==> src/rtl/ped_walk_ctrl_pkg.sv <==
// Traffic definitions shared by the traffic-light stage and the pedestrian walk controller:
// vehicle-light codes, pedestrian FSM encoding and a light-code legality helper.
package ped_walk_ctrl_pkg;

    localparam logic [2:0] LIGHT_RED   = 3'b101;
    localparam logic [2:0] LIGHT_GREEN = 3'b110;
    localparam logic [2:0] LIGHT_BLUE  = 3'b011;

    typedef enum logic [2:0] {
        IDLE    = 3'd0,
        PENDING = 3'd1,
        WALK    = 3'd2,
        FLASH   = 3'd3,
        FAULT   = 3'd4
    } ped_state_t;

    function automatic logic is_legal_light(input logic [2:0] code);
        return (code == LIGHT_RED) || (code == LIGHT_GREEN) || (code == LIGHT_BLUE);
    endfunction

endpackage

==> src/rtl/ped_walk_ctrl_btn_sync_edge.sv <==
// Two-flop synchronizer for the raw push-button followed by a registered rising-edge
// detector on the synchronized level; rise is a one-cycle pulse.
module btn_sync_edge (
    input  logic clock,
    input  logic reset,
    input  logic btn,
    output logic rise
);

    logic sync_meta;
    logic sync_out;
    logic sync_prev;

    always_ff @(posedge clock) begin
        if (reset) begin
            sync_meta <= 1'b0;
            sync_out  <= 1'b0;
            sync_prev <= 1'b0;
            rise      <= 1'b0;
        end else begin
            sync_meta <= btn;
            sync_out  <= sync_meta;
            sync_prev <= sync_out;
            rise      <= sync_out & ~sync_prev;
        end
    end

endmodule

==> src/rtl/ped_walk_ctrl.sv <==
// Pedestrian walk controller: latches button requests and runs a walk/flash phase that
// starts only on entry into vehicle RED, aborting safely if RED ends early.
module ped_walk_ctrl
    import ped_walk_ctrl_pkg::*;
#(
    parameter int WALK_CYCLES  = 6,
    parameter int FLASH_CYCLES = 3
) (
    input  logic       clock,
    input  logic       reset,
    input  logic [2:0] light,
    input  logic       ped_btn,
    output logic       req_pending,
    output logic       walk,
    output logic       walk_flash,
    output logic       dont_walk,
    output logic [3:0] countdown,
    output logic       fault
);

    localparam logic [3:0] TOTAL_LOAD = 4'(WALK_CYCLES + FLASH_CYCLES);
    localparam logic [3:0] FLASH_LOAD = 4'(FLASH_CYCLES);

    ped_state_t state;
    ped_state_t next_state;
    logic [2:0] prev_light;
    logic       btn_event;
    logic       light_is_red;
    logic       red_entry;
    logic       next_req;
    logic [3:0] next_count;

    btn_sync_edge u_btn_sync_edge (
        .clock (clock),
        .reset (reset),
        .btn   (ped_btn),
        .rise  (btn_event)
    );

    assign light_is_red = (light == LIGHT_RED);
    assign red_entry    = light_is_red && (prev_light != LIGHT_RED);

    always_comb begin
        next_state = state;
        next_req   = req_pending;
        next_count = countdown;
        case (state)
            IDLE: begin
                // A request coinciding with red_entry is only latched; it waits for the next red.
                if (btn_event) begin
                    next_state = PENDING;
                    next_req   = 1'b1;
                end
            end
            PENDING: begin
                if (red_entry) begin
                    next_state = WALK;
                    next_req   = 1'b0;
                    next_count = TOTAL_LOAD;
                end
            end
            WALK, FLASH: begin
                if (btn_event) begin
                    next_req = 1'b1;
                end
                if (!light_is_red) begin
                    next_state = next_req ? PENDING : IDLE;
                    next_count = 4'd0;
                end else begin
                    next_count = (countdown != 4'd0) ? countdown - 4'd1 : 4'd0;
                    if (state == WALK && next_count == FLASH_LOAD) begin
                        next_state = FLASH;
                    end else if (state == FLASH && next_count == 4'd0) begin
                        next_state = next_req ? PENDING : IDLE;
                    end
                end
            end
            FAULT: begin
                next_req   = 1'b0;
                next_count = 4'd0;
            end
            default: begin
                next_state = FAULT;
                next_req   = 1'b0;
                next_count = 4'd0;
            end
        endcase

        // An unknown light code overrides everything, whatever the current state.
        if (!is_legal_light(light)) begin
            next_state = FAULT;
            next_req   = 1'b0;
            next_count = 4'd0;
        end
    end

    always_ff @(posedge clock) begin
        if (reset) begin
            state       <= IDLE;
            prev_light  <= LIGHT_RED;
            req_pending <= 1'b0;
            walk        <= 1'b0;
            walk_flash  <= 1'b0;
            dont_walk   <= 1'b1;
            countdown   <= 4'd0;
            fault       <= 1'b0;
        end else begin
            state       <= next_state;
            prev_light  <= light;
            req_pending <= next_req;
            walk        <= (next_state == WALK);
            walk_flash  <= (next_state == FLASH);
            dont_walk   <= !((next_state == WALK) || (next_state == FLASH));
            countdown   <= next_count;
            fault       <= (next_state == FAULT);
        end
    end

endmodule

==> config.mk <==
export PLATFORM = sky130hd
export DESIGN_NAME = ped_walk_ctrl
export DESIGN_NICKNAME = d
export VERILOG_FILES = /design/src/rtl/ped_walk_ctrl_pkg.sv /design/src/rtl/ped_walk_ctrl_btn_sync_edge.sv /design/src/rtl/ped_walk_ctrl.sv
export SDC_FILE = /design/constraint.sdc
export NUM_CORES = 1
export LEC_CHECK = 0
export BUFFER_PORTS_ARGS = -buffer_cell sky130_fd_sc_hd__buf_4
export CAP_MARGIN = 30
export CORE_ASPECT_RATIO = 0.7
export CORE_MARGIN = 5
export CORE_UTILIZATION = 40
export DETAILED_ROUTE_END_ITERATION = 10
export PLACE_DENSITY = 0.63
export SLEW_MARGIN = 30
export SYNTH_ARGS = -nofsm -noshare
export SYNTH_HDL_FRONTEND = slang
export SYNTH_HIERARCHICAL = 1
export SYNTH_SLANG_ARGS = --single-unit
==> constraint.sdc <==
create_clock -name clock -period 4.2 [get_ports clock]
set_input_delay 0.84 -clock clock [delete_from_list [all_inputs] [get_ports clock]]
set_output_delay 0.84 -clock clock [all_outputs]
set_load 0.02 [all_outputs]
==> key figures <==
Critical path
  – CP max FO: 7
  – Critical path's top delay family: compound AO/OA/AOI/OAI gates
  – Crit-path slowest cell: dfxtp_1
  – Reg-to-reg slack, setup: ~2.2 ns
  – Crit Path Category: reg -> reg
  – Worst Path Required: 4.45 ns
  – Delay of the slowest critical-path stage: between 0.4 and 0.5 ns
  – Worst reg2reg endpoint: walk
  – Worst reg2reg path depth: 7
  – CP Capture Type: register
  – WP buf/inv: 1
  – Worst R2R Start: countdown[0]
  – Critical path arrival: roughly 2.2 ns
  – Critical Path, Cell by Cell: inv_1 -> ha_1 -> nand2b_1 -> a31oi_1 -> nor3_1 -> a211o_1 -> o21ba_2
  – Worst setup SP type: register

Synth
  – Post-Synth Simple-Gate Area: 24.7%
  – Largest family of logic cells by synthesized area: simple AND/OR/NAND/NOR gates
  – Synth warn: 6
  – Yosys top cell by area: dfxtp_1
  – Seq/Total Area, Yosys: 45.0%
  – Area share of the largest cell type after synthesis: 45.0%
  – Top FF cell, synth: dfxtp_1
  – Post-Syn Area per Cell: 9.19 µm²
  – Multiplexer area fraction after synthesis: 2.81%
  – Cells after Synth: 92
  – Ys async rst share: 0%
  – Top cells by area, synth: dfxtp_1, nor2_1, nor2b_1
  – Commonest cells post-synth: dfxtp_1, nor2_1, a21oi_1
  – Synth Area in XOR/XNOR: 2.07%
  – Post-synth EDFFs: 0
  – Post-synthesis adder-cell area fraction: between 1 and 1.5%
  – Synth Area in Compound Gates: 20.7%
  – Register bit total from synthesis: 19
  – Most numerous cell in the Yosys netlist: dfxtp_1
  – Yosys cell types: 36
  – Syn Nets: 99
  – Synthesized area: 846 µm²

Timing
  – Final setup vio count: 0
  – Fin. max-slew vios: 0
  – Tcrit/Tclk final: 47.0%
  – Final-report hold violation count: 0
  – Fmax: 0.506 GHz
  – Final min period: just under 2 ns
  – Slew headroom: 73.0%
  – Total negative slack: 0 ns
  – RSZ-0062 raised after global routing: no
  – Clk_skew: 0.00153 ns
  – Least-Margin Pin Slew: 0.405 ns

Drt
  – Via count of the routed design: between 600 and 700
  – Vias per cell: 5.35
  – Drt pass-1 iters: 4
  – WL final: 1.77 mm
  – DRC Markers: 0
  – WL per Instance: 13.6 µm
  – Antenna Violating Nets Remaining: 0
  – Initial DRC Count: 32

Clock network
  – Root buffer cell: clkbuf_4
  – CTS tree: built
  – Worst-path clk slew: 0.10 ns
  – Worst skew pair latency: 0.30 ns
  – Clk buf depth: 2
  – CTS sink cnt: 19
  – Post-CTS Hold Buffers: 0
  – Post_cts resized: 0
  – CTS buffer count: 3
  – Post-CTS Setup Bufs: 0
  – Htree depth: 1

Placed design
  – PortBufs: 14
  – Post-Place Cell Area: 970 µm²
  – DP HPWL: about 1.3 mm
  – Gpl congestion: 0.885
  – Cells after DPL: 126

Floorplan
  – Core ar.: 1940 µm²
  – Die Y: 48.5 µm
  – Row Count: 13
  – Die area: 3150 µm²
  – Die W: around 65 µm
  – # IOs: 15
  – Initial Util: roughly 44%

Layout
  – Fillers: 183
  – Largest register FFs: 4
  – Most flops, register: countdown
  – Final Non-Filler Cells: 130
  – ANT cells: 0
  – Share of cells above drive strength 1: 24.1%
  – Finished Core Util: 51.5%
  – Area growth syn-to-layout: 17.8%
  – Cell area after layout: 996 µm²
  – Layout net count: 116
  – Largest registers: countdown: 4 flops, prev_light: 3 flops, state: 3 flops

GRT
  – Largest net degree at the start of global routing: 13
  – Gr ovfl total: 0
  – Total Routing Usage GR: between 10% and 20%
  – First-pass GRT wire length: 3.09 mm
  – Initial antenna violation count: 0
  – Vias in the first global route: 651

Outcome
  – Status: complete, no violations

Power and ir drop
  – VDD IR max: 0.163 mV
  – Leakage: 0.380 nW
  – Pwr dens: between 300 and 400 nW/µm²

Hold path
  – Hold Path Stages: 1
  – Hold endpoint: u_btn_sync_edge/rise
  – Min-delay src: u_btn_sync_edge/sync_prev
  – Type of the worst min-delay path: reg -> reg

Run
  – Max Cap Violations: 0
-- worst max path at each step --
| stage | start | endpoint | slack [ns] | cells past startpoint |
|---|---|---|---|---|
| after floorplan | light[0] | state[0] | 2.30 | 5 |
| after global placement | light[1] | walk | 2.12 | 5 |
| after detailed placement | light[0] | state[0] | 2.06 | 6 |
| after CTS | countdown[0] | walk | 2.25 | 7 |
| after global routing | countdown[0] | walk | 2.09 | 7 |
| final | countdown[0] | walk | 2.22 | 7 |
-- final cells by class --
| cell class | count | area, µm² | area share (%) |
|---|---|---|---|
| Tap cell | 22 | 27.5 | 2.76 |
| Inverter | 5 | 18.8 | 1.88 |
| Clock buffer | 4 | 26.3 | 2.64 |
| Multi-Input combinational cell | 66 | 438 | 44.0 |
| Timing Repair Buffer | 14 | 105 | 10.6 |
| Sequential cell | 19 | 380 | 38.2 |
-- power by group --
| part | internal, mW | switching, mW | total (mW) |
|---|---|---|---|
| combinational | 0.0161 | 0.0179 | 0.0340 |
| sequential | 0.186 | 0.00465 | 0.190 |
| clock | 0.0370 | 0.0541 | 0.0911 |
-- cells in the final DEF (no fill, tap or decap), types with 3 or more instances in the layout --
cell type and instances:
nand2b_1 3, clkbuf_4 3, nor2b_1 5, nor2_1 9
a21oi_1 6, inv_1 5, nand2_1 3, buf_4 14
dfxtp_1 19, nand3_1 4, o21ai_0 5
-- kinds of logic (layout without fill, tap and decap cells) --
family	after synthesis	after routing
compound gates	24	24
xor+xnor	2	2
flops	19	19
simple gates	37	37
fa+ha+maj	1	1
buf+inv	7	23
mux	2	2
-- per-layer routing --
layer / GRT usage, % / part of all wire, % / up-vias
li1: - / - / 357
met1: 17.8 / 47 / 299
met2: 16.6 / 42 / 36
met3: 5.76 / 11 / 3
met4: 3.16 / 0.62 / 0
met5: 0 / 0 / -
-- per-stage QoR --
step / setup WS [ns] / hold WS (ns) / total power [mW]
5_1_grt: 2.09 / 0.451 / 0.333
3_5_place_dp: 2.06 / 0.404 / 0.228
3_3_place_gp: 2.12 / 0.399 / 0.228
4_1_cts: 2.25 / 0.424 / 0.317
6_report: 2.22 / 0.420 / 0.315
2_1_floorplan: 2.30 / 0.387 / 0.215
(Power assumes the default switching activity.)
